File: src/rtl/charge_time_display_if.sv
// Display-stage bundle: packed BCD time and enable in, segment/anode drive and error flag out.
// master = time source / display board side, slave = charge_time_display.
interface charge_time_display_if;
  logic [11:0] PresentTime;
  logic        DispEnable;
  logic [6:0]  Seg;
  logic        Dp;
  logic [2:0]  Anode;
  logic        BcdError;

  modport master (
    output PresentTime, DispEnable,
    input  Seg, Dp, Anode, BcdError
  );

  modport slave (
    input  PresentTime, DispEnable,
    output Seg, Dp, Anode, BcdError
  );
endinterface

File: src/rtl/charge_time_display.sv
// Countdown display stage: 3-digit multiplexed common-anode 7-seg (M.SS), frame-sampled time.
// Ports: Clk, nReset (sync, active-low), bus (slave): PresentTime, DispEnable -> Seg, Dp, Anode, BcdError.
// Option: define LOW_TIME_BLINK_EN to blank the display on a slow blink while 0 < time < LOW_THRESH.
module charge_time_display #(
  parameter int          REFRESH_DIV = 1000,
  parameter int          BLINK_DIV   = 25_000_000,
  parameter logic [11:0] LOW_THRESH  = 12'h010
) (
  input logic                  Clk,
  input logic                  nReset,
  charge_time_display_if.slave bus
);

  if (REFRESH_DIV < 1 || BLINK_DIV < 1 || LOW_THRESH > 12'h999) begin : g_bad_cfg
    $error("charge_time_display: illegal parameter value");
  end

  localparam int DW = (REFRESH_DIV > 1) ? $clog2(REFRESH_DIV) : 1;
  localparam logic [DW-1:0] DIV_LAST = DW'(REFRESH_DIV - 1);

  localparam logic [6:0] SEG_OFF  = 7'h7F;
  localparam logic [6:0] SEG_DASH = 7'h3F;

  logic [DW-1:0] div;
  logic [1:0]    idx;
  logic [11:0]   shadow;
  logic          first;
  logic          bcd_err;
  logic [6:0]    seg;
  logic          dp;
  logic [2:0]    anode;

  logic          slot_end;
  logic          wrap;
  logic [3:0]    nib;
  logic          blank;

  function automatic logic [6:0] decode(input logic [3:0] d, input logic tens);
    logic [6:0] s;
    case (d)
      4'd0:    s = 7'h40;
      4'd1:    s = 7'h79;
      4'd2:    s = 7'h24;
      4'd3:    s = 7'h30;
      4'd4:    s = 7'h19;
      4'd5:    s = 7'h12;
      4'd6:    s = 7'h02;
      4'd7:    s = 7'h78;
      4'd8:    s = 7'h00;
      4'd9:    s = 7'h10;
      default: s = SEG_DASH;
    endcase
    if (tens && d > 4'd5) s = SEG_DASH;
    return s;
  endfunction

  function automatic logic bad_time(input logic [11:0] t);
    return (t[11:8] > 4'd9) || (t[7:4] > 4'd5) || (t[3:0] > 4'd9);
  endfunction

  assign slot_end = (div == DIV_LAST);
  assign wrap     = slot_end && (idx == 2'd2);

  always_comb begin
    nib = shadow[3:0];
    unique case (idx)
      2'd1:    nib = shadow[7:4];
      2'd2:    nib = shadow[11:8];
      default: nib = shadow[3:0];
    endcase
  end

`ifdef LOW_TIME_BLINK_EN
  localparam int BW = (BLINK_DIV > 1) ? $clog2(BLINK_DIV) : 1;
  localparam logic [BW-1:0] BLINK_LAST = BW'(BLINK_DIV - 1);

  logic [BW-1:0] blink_cnt;
  logic          blink_phase;

  always_ff @(posedge Clk) begin
    if (!nReset) begin
      blink_cnt   <= '0;
      blink_phase <= 1'b0;
    end else if (blink_cnt == BLINK_LAST) begin
      blink_cnt   <= '0;
      blink_phase <= ~blink_phase;
    end else begin
      blink_cnt <= blink_cnt + 1'b1;
    end
  end

  // Valid packed BCD orders the same as plain binary, so a direct compare works.
  assign blank = blink_phase && !bcd_err &&
                 (shadow != 12'h000) && (shadow < LOW_THRESH);
`else
  assign blank = 1'b0;
`endif

  always_ff @(posedge Clk) begin
    if (!nReset) begin
      div     <= '0;
      idx     <= 2'd0;
      shadow  <= 12'h000;
      first   <= 1'b1;
      bcd_err <= 1'b0;
      seg     <= SEG_OFF;
      dp      <= 1'b1;
      anode   <= 3'b111;
    end else begin
      first <= 1'b0;

      if (slot_end) begin
        div <= '0;
        idx <= (idx == 2'd2) ? 2'd0 : idx + 2'd1;
      end else begin
        div <= div + 1'b1;
      end

      // One snapshot per frame keeps all three digits consistent.
      if (first || wrap) begin
        shadow  <= bus.PresentTime;
        bcd_err <= bad_time(bus.PresentTime);
      end

      if (bus.DispEnable && !blank) begin
        seg <= decode(nib, idx == 2'd1);
        dp  <= (idx != 2'd2);
        unique case (idx)
          2'd0:    anode <= 3'b110;
          2'd1:    anode <= 3'b101;
          2'd2:    anode <= 3'b011;
          default: anode <= 3'b111;
        endcase
      end else begin
        seg   <= SEG_OFF;
        dp    <= 1'b1;
        anode <= 3'b111;
      end
    end
  end

  assign bus.Seg      = seg;
  assign bus.Dp       = dp;
  assign bus.Anode    = anode;
  assign bus.BcdError = bcd_err;

endmodule
File: src/flat_wrapper.sv
// flat-port wrapper written by rule: the top's interface ports become plain ports
module charge_time_display_flat 
#(
  parameter int          REFRESH_DIV = 1000,
  parameter int          BLINK_DIV   = 25_000_000,
  parameter logic [11:0] LOW_THRESH  = 12'h010
)
  (Clk, nReset, bus_PresentTime, bus_DispEnable, bus_Seg, bus_Dp, bus_Anode, bus_BcdError);
  charge_time_display_if bus_i ();
  input logic Clk;
  input logic nReset;
  input wire logic [$bits(bus_i.PresentTime)-1:0] bus_PresentTime;
  input wire logic [$bits(bus_i.DispEnable)-1:0] bus_DispEnable;
  output wire logic [$bits(bus_i.Seg)-1:0] bus_Seg;
  output wire logic [$bits(bus_i.Dp)-1:0] bus_Dp;
  output wire logic [$bits(bus_i.Anode)-1:0] bus_Anode;
  output wire logic [$bits(bus_i.BcdError)-1:0] bus_BcdError;
  assign bus_i.PresentTime = bus_PresentTime;
  assign bus_i.DispEnable = bus_DispEnable;
  assign bus_Seg = bus_i.Seg;
  assign bus_Dp = bus_i.Dp;
  assign bus_Anode = bus_i.Anode;
  assign bus_BcdError = bus_i.BcdError;
  charge_time_display #(.REFRESH_DIV(REFRESH_DIV), .BLINK_DIV(BLINK_DIV), .LOW_THRESH(LOW_THRESH)) u_core (.Clk(Clk), .nReset(nReset), .bus(bus_i));
endmodule
File: config.mk
export PLATFORM = sky130hd
export DESIGN_NAME = charge_time_display_flat
export DESIGN_NICKNAME = d
export VERILOG_FILES = /design/src/rtl/charge_time_display_if.sv /design/src/rtl/charge_time_display.sv /design/src/flat_wrapper.sv
export SDC_FILE = /design/constraint.sdc
export NUM_CORES = 1
export LEC_CHECK = 0
export CORE_MARGIN = 2
export CORE_UTILIZATION = 52
export CTS_CLUSTER_SIZE = 16
export DETAILED_ROUTE_END_ITERATION = 10
export PLACE_DENSITY = 0.83
export SYNTH_ARGS = -nofsm -noshare
export SYNTH_HDL_FRONTEND = slang
export SYNTH_SLANG_ARGS = --single-unit
File: constraint.sdc
create_clock -name Clk -period 3.2 [get_ports Clk]
set_clock_uncertainty 0.1 [all_clocks]
set_input_delay 0.64 -clock Clk [delete_from_list [all_inputs] [get_ports Clk]]
set_output_delay 0.64 -clock Clk [all_outputs]
set_load 0.02 [all_outputs]
==> summary.txt, run 1 <==
Routing
  – Final wirelength: 2960 µm
  – Initial DRC count: 35
  – Antenna Nets Post-Route: 0
  – TritonRoute pass-1 iters: 4
  – Vias: 1317
  – Via/cell ratio: 5.10
  – Wirelength per Cell: 11.5 µm
  – DR DRC count: 0

Synth
  – Unique masters post-synth: 35
  – Yosys reg bits: 36
  – Synth Cell Area: 1660 µm²
  – Warnings from Yosys: 0
  – Syn Area/Cell: 8.95 µm²
  – EDFF count, synth: 0
  – Ys async rst share: 0
  – Cell count after synthesis: 186
  – Mapped Nets: 212
  – Primary FF master, synth: dfxtp_1
  – Register area share after synthesis: 0.433

Timing
  – RSZ-0062 raised after global routing: false
  – Post-layout min period: 2.96 ns
  – Slew headroom: 0.579
  – Max-slew violations: 0
  – Count of final hold-check violations: 0
  – Final Setup Violations: 0
  – Final period util: 0.926
  – Slew @ Worst Pin: 0.629 ns
  – Setup TNS: 0 ns
  – Fmax: 337 MHz

Power and ir drop
  – Peak VDD IR: 0.000258 V
  – Pwr Density: 445 nW/µm²
  – Leakage Power: 0.756 nW

Worst hold path
  – Hold endpoint: u_core.div[0]
  – HP Class: register to register
  – Hold_sp: u_core.div[0]
  – Hold Path Depth: 1

Die
  – Initial Utilization: 0.545
  – Total die area: 3670 µm²
  – Ports: 27
  – Core area: 3050 µm²
  – Die Height: 60.6 µm
  – Die Span X: 60.6 µm
  – Site Rows: 20

Setup path
  – Crit path launch type: register
  – Crit. End Element: register
  – Crit-path max cell delay: 0.49 ns
  – CP max stage cell: or3b_2
  – Source of the critical timing path: u_core.idx[0]
  – CP max FO: 11
  – R2r endpoint: u_core.bus.Seg[2]
  – Worst path cell trace: inv_1 -> ha_1 -> nor2_1 -> a21oi_1 -> inv_1 -> ha_1 -> or3b_2 -> a211oi_1 -> o22ai_1 -> o311ai_0
  – CP required: 3.35 ns
  – Worst path arrival time: 3.11 ns
  – Setup CP Type: register to register
  – R2R setup slack: 0.24 ns
  – FF-to-FF Start: u_core.idx[0]
  – R2r worst-path depth: 10

Outcome
  – Run status: complete, no violations

Global route
  – Global route overflow: 0
  – Largest net degree at the start of global routing: 31
  – Vias in the first global route: 1168
  – First-pass GRT wire length: 4980 µm
  – Initial antenna violation count: 0
  – Total track usage: 0.183

Final layout
  – ANT cells: 0
  – Nets: 239
  – Post-route insts no fill: 258
  – Syn-to-layout area delta: 21.3%
  – Layout cells sized above 1: 0.0748

Clock network
  – CTS Buf Count: 5
  – Clk sink count: 36
  – Root buffer cell: clkbuf_4
  – Clk_lat worst skew: 0.34 ns
  – CTS Hold Bufs: 0
  – TritonCTS clock tree: built
  – CTS H-Tree Depth: 2
  – Clock-pin slew of the registers on the worst-case setup and hold paths: 0.11 ns
  – Clock buffer depth: 2

Placed design
  – IO Port Bufs: 26
  – Dpl cells: 250
  – Dpl hpwl: 2180 µm
  – GP Congestion: 0.833

Run
  – MaxCap Viol Count: 0
-- worst max-delay path: cells and delay by family (launching register included) --
family,cells,cell delay (ns)
simple gates,2,0.56
flops,1,0.39
fa+ha+maj,2,0.71
compound gates,4,0.87
buf+inv,2,0.24
-- registers in the layout (all words and copies together), names as in the netlist --
name / cells
u_core.div: 10
u_core.first: 1
u_core.bus.Seg: 7
u_core.bus.Anode: 3
u_core.shadow: 12
u_core.bus.BcdError: 1
u_core.idx: 2
-- stage by stage --
stage / hold slack, ns / area [µm²] / setup WS, ns / utilization / power [mW]
4_1_cts: 0.355 / 2010 / 0.184 / 0.660 / 0.907
5_1_grt: 0.384 / 2020 / 0.0655 / 0.661 / 0.937
3_5_place_dp: 0.340 / 1930 / 0.199 / 0.634 / 0.594
2_1_floorplan: 0.317 / 1660 / 0.423 / - / 0.551
3_3_place_gp: 0.329 / 1930 / 0.358 / 0.634 / 0.592
6_report: 0.354 / 2020 / 0.236 / 0.661 / 0.898
-- cells by family after synthesis --
| family | share of synthesized area |
|---|---|
| compound gates | 0.144 |
| xor+xnor | 0.0421 |
| fa+ha+maj | 0.0827 |
| buf+inv | 0.0609 |
| flops | 0.433 |
| mux | 0.0429 |
| simple gates | 0.194 |
-- what timing repair did --
item | 4_1_cts | 5_1_grt
setup endpoints to repair | 0 | 2
buffers inserted | 0 | 0
resized for setup | 0 | 1
-- layer usage --
metal  vias up  global-route usage  wire length, µm
li1        698                   -                -
met1       582               0.229             1380
met2        31               0.289             1370
met3         6              0.0597              155
met4         0              0.0807               50
met5         -                   0                0
-- layout make-up --
type	instances	area [µm²]
fill	266	1030
tap	44	55.1
sequential	36	721
timing repair buffer	28	275
clock buffer	5	37.5
clock inverter	3	42.5
inverter	11	41.3
multi-input combinational	131	846
-- synth_stat cells, types with 3 or more instances --
master     n  area (µm²)
a22oi_1    3        22.5
o21ai_0   15        75.1
o211ai_1   3        22.5
buf_4      4        30.0
nor2_1    19        71.3
mux2i_1    6        60.1
dfxtp_1   36         721
nand2_1   20        75.1
a21oi_1    3        15.0
inv_1     11        41.3
xor2_1     3        26.3
nand3_1   19        95.1
nor3_1     3        15.0
ha_1      11         138
xnor2_1    5        43.8
-- how the worst max path moves through the flow --
| stage | endpoint | slack [ns] | cells after the start |
|---|---|---|---|
| after floorplan | u_core.bus.Seg[2] | 0.42 | 11 |
| after global placement | u_core.bus.Seg[2] | 0.36 | 10 |
| after detailed placement | u_core.bus.Seg[2] | 0.20 | 10 |
| after CTS | u_core.bus.Seg[2] | 0.18 | 10 |
| after global routing | u_core.bus.Seg[0] | 0.07 | 10 |
| final | u_core.bus.Seg[2] | 0.24 | 10 |
-- where the power goes --
part | switching [mW] | total [mW] | leakage (nW) | internal, mW
logic | 0.0544 | 0.106 | 0.419 | 0.0514
clock network | 0.152 | 0.315 | 0.0412 | 0.163
registers | 0.00957 | 0.478 | 0.296 | 0.468
total | 0.216 | 0.898 | 0.756 | 0.683
-- layout by cell type, fill, tap and decap left out --
| master | instances |
|---|---|
| nor2_1 | 19 |
| nor4_1 | 1 |
| mux2_2 | 1 |
| o21bai_1 | 1 |
| o211a_1 | 1 |
| mux2i_1 | 6 |
| or2b_1 | 1 |
| xor2_1 | 3 |
| a22oi_1 | 3 |
| nand4_2 | 1 |
| inv_1 | 11 |
| buf_4 | 2 |
| a21oi_2 | 2 |
| nand2_1 | 20 |
| nand4_1 | 2 |
| or3b_2 | 1 |
| clkinv_2 | 1 |
| o311ai_0 | 1 |
| o2111ai_1 | 1 |
| o31ai_1 | 1 |
| o22ai_1 | 1 |
| clkinvlp_4 | 1 |
| dfxtp_1 | 36 |
| nand3_1 | 19 |
| o211ai_1 | 3 |
| and2_1 | 1 |
| o41ai_4 | 1 |
| xnor2_1 | 5 |
| a31oi_1 | 2 |
| a211oi_1 | 1 |
| nor3_1 | 3 |
| ha_1 | 11 |
| o21ai_0 | 15 |
| nand2b_1 | 2 |
| bufinv_16 | 1 |
| clkbuf_4 | 5 |
| clkdlybuf4s50_1 | 26 |
| a21oi_1 | 2 |
No activity file was read; power rests on OpenSTA's default activity.
==> inputs of run 2 (changes only) <==
- CORE_UTILIZATION: 52 -> 56
- CTS_CLUSTER_SIZE: 16 -> not set
- PLACE_DENSITY: 0.83 -> 0.88
- clock period: 3.2 -> 3.65 ns (I/O delays scaled with it)
==> run 2 against run 1 <==
Against the previous run: global-route usage rose by 2.9 points; maximum frequency fell by 1.2%; power is 19% lower; first-iteration DRC count fell by 2.9%; clock-buffer cell count grew 3; clock power down 31%; die area decreased by 6.7%; sequential share of layout area is 0.75 points higher; setup slack gained 0.41 ns; critical endpoint unchanged; largest cell class unchanged; highest routed layer unchanged.
==> summary.txt, run 2 (synthesis gave the netlist of run 1 again) <==
Outcome
  – Run status: complete, no violations

Routing
  – Wirelength per Cell: 12.9 µm
  – DR DRC count: 0
  – Final wirelength: 3150 µm
  – Antenna Nets Post-Route: 0
  – Initial DRC count: 34
  – TritonRoute pass-1 iters: 4
  – Via/cell ratio: 5.55
  – Vias: 1360

Clock network
  – Post-cts sizing count: 0
  – TritonCTS clock tree: built
  – CTS Buf Count: 5
  – Clk sink count: 36
  – Clk_lat worst skew: 0.34 ns
  – Clock buffer depth: 2
  – CTS H-Tree Depth: 2
  – CTS Hold Bufs: 0
  – Root buffer cell: clkbuf_4
  – Postcts setup bufs: 0
  – Clock-pin slew of the registers on the worst-case setup and hold paths: 0.10 ns

Final layout
  – Fin area: 1980 µm²
  – Filler instances: 214
  – Multi-input logic area: 842 µm²
  – Commonest non-fill, non-tap cell in the layout: dfxtp_1
  – Top reg by flops: u_core.shadow
  – Nets: 239
  – ANT cells: 0
  – Post-route insts no fill: 245
  – FF+latch area: 721 µm²
  – Layout cells sized above 1: 0.0607
  – Number of flip-flops in the largest register: 12
  – Syn-to-layout area delta: 18.8%
  – Most frequent cells in the layout: dfxtp_1 (36), clkdlybuf4s50_1 (26), nand2_1 (20)

Global route
  – Global route overflow: 0
  – Largest net degree at the start of global routing: 31
  – Initial antenna violation count: 0
  – First-pass GRT wire length: 5360 µm
  – Total track usage: 0.212
  – Vias in the first global route: 1287

Timing
  – RSZ-0062 raised after global routing: false
  – Fmax: 333 MHz
  – Count of final hold-check violations: 0
  – Slew headroom: 0.587
  – Worst setup slack after layout: 0.651 ns
  – Setup TNS: 0 ns
  – Final period util: 0.822
  – Slew @ Worst Pin: 0.613 ns
  – Final Setup Violations: 0
  – Post-layout min period: 3.00 ns
  – Max-slew violations: 0

Setup path
  – R2R setup slack: 0.65 ns
  – Crit. End Element: register
  – Worst path cell trace: inv_1 -> ha_1 -> nor2_1 -> a21oi_1 -> inv_1 -> ha_1 -> or3b_2 -> a211oi_1 -> o22ai_1 -> o311ai_0
  – CP max FO: 11
  – Source of the critical timing path: u_core.idx[0]
  – CP required: 3.79 ns
  – CP max stage cell: ha_1
  – Worst path top cell family by delay: compound AO/OA/AOI/OAI gates
  – R2r endpoint: u_core.bus.Seg[2]
  – Crit path launch type: register
  – Setup CP Type: register to register
  – Crit path depth: 10
  – Crit-path max cell delay: 0.49 ns
  – FF-to-FF Start: u_core.idx[0]
  – Buffers & Inverters on Critical Path: 2
  – R2r worst-path depth: 10
  – Worst path arrival time: 3.13 ns

Power and ir drop
  – Leakage Power: 0.748 nW
  – Peak VDD IR: 0.000329 V
  – Pwr Density: 369 nW/µm²
  – Power Total: 0.730 mW

Placed design
  – Dpl hpwl: 2390 µm
  – Placed cell areas: 1920 µm²
  – Dpl cells: 237
  – Setup WS pre-CTS: 0.683 ns
  – GP Congestion: 0.978
  – IO Port Bufs: 26

Worst hold path
  – Hold endpoint: u_core.div[0]
  – HP Class: register to register
  – Hold_sp: u_core.div[0]
  – Hold Path Depth: 1

Die
  – Core area: 2780 µm²
  – Site Rows: 19
  – Total die area: 3420 µm²
  – Die Height: 58.5 µm
  – Ports: 27
  – Die Span X: 58.5 µm
  – Initial Utilization: 0.598

Run
  – MaxCap Viol Count: 0
-- run 2: cell count changes in the layout (fill, tap and decap cells not counted) --
| cell | change |
|---|---|
| clkbuf_1 | +2 |
| a21oi_1 | +1 |
| bufinv_16 | -1 |
| clkbuf_8 | +1 |
| clkinvlp_4 | -1 |
| clkinv_2 | -1 |
| a21oi_2 | -1 |
-- run 2: layer usage --
| metal | vias to the layer above | wire (µm) | part of all wire | GRT usage |
|---|---|---|---|---|
| met5 | - | 0 | 0 | 0 |
| met4 | 0 | 101 | 0.032 | 0.120 |
| met3 | 10 | 180 | 0.057 | 0.0725 |
| met2 | 35 | 1450 | 0.46 | 0.343 |
| met1 | 624 | 1420 | 0.45 | 0.243 |
| li1 | 691 | - | - | - |
-- run 2: stage by stage --
| stage | utilization | hold WS (ns) |
|---|---|---|
| after CTS | 0.711 | 0.356 |
| final | 0.711 | 0.359 |
| after floorplan | - | 0.317 |
| after global routing | 0.711 | 0.397 |
| after global placement | 0.690 | 0.327 |
| after detailed placement | 0.690 | 0.334 |
-- run 2: worst max path at each step --
stage	end
2_1_floorplan	u_core.bus.Seg[2]
3_3_place_gp	u_core.bus.Seg[2]
3_5_place_dp	u_core.bus.Seg[3]
4_1_cts	u_core.bus.Seg[3]
5_1_grt	u_core.bus.Seg[2]
6_report	u_core.bus.Seg[2]
-- run 2: worst register-to-register path: stages (launching register included) --
cell	delay, ns
dfxtp_1	0.40
inv_1	0.10
ha_1	0.49
nor2_1	0.07
a21oi_1	0.33
inv_1	0.15
ha_1	0.25
or3b_2	0.48
a211oi_1	0.18
o22ai_1	0.19
o311ai_0	0.15
-- run 2: final cells by class --
cell class	instances	share of cell area
multi-input combinational	131	0.426
sequential	36	0.365
inverter	11	0.0209
tap	31	0.0196
timing repair buffer	28	0.139
clock buffer	8	0.0297
-- run 2: report_power, final --
part	internal [mW]	total, mW	switching [mW]
Sequential	0.411	0.419	0.00867
Combinational	0.0454	0.0942	0.0488
Clock	0.0950	0.216	0.122
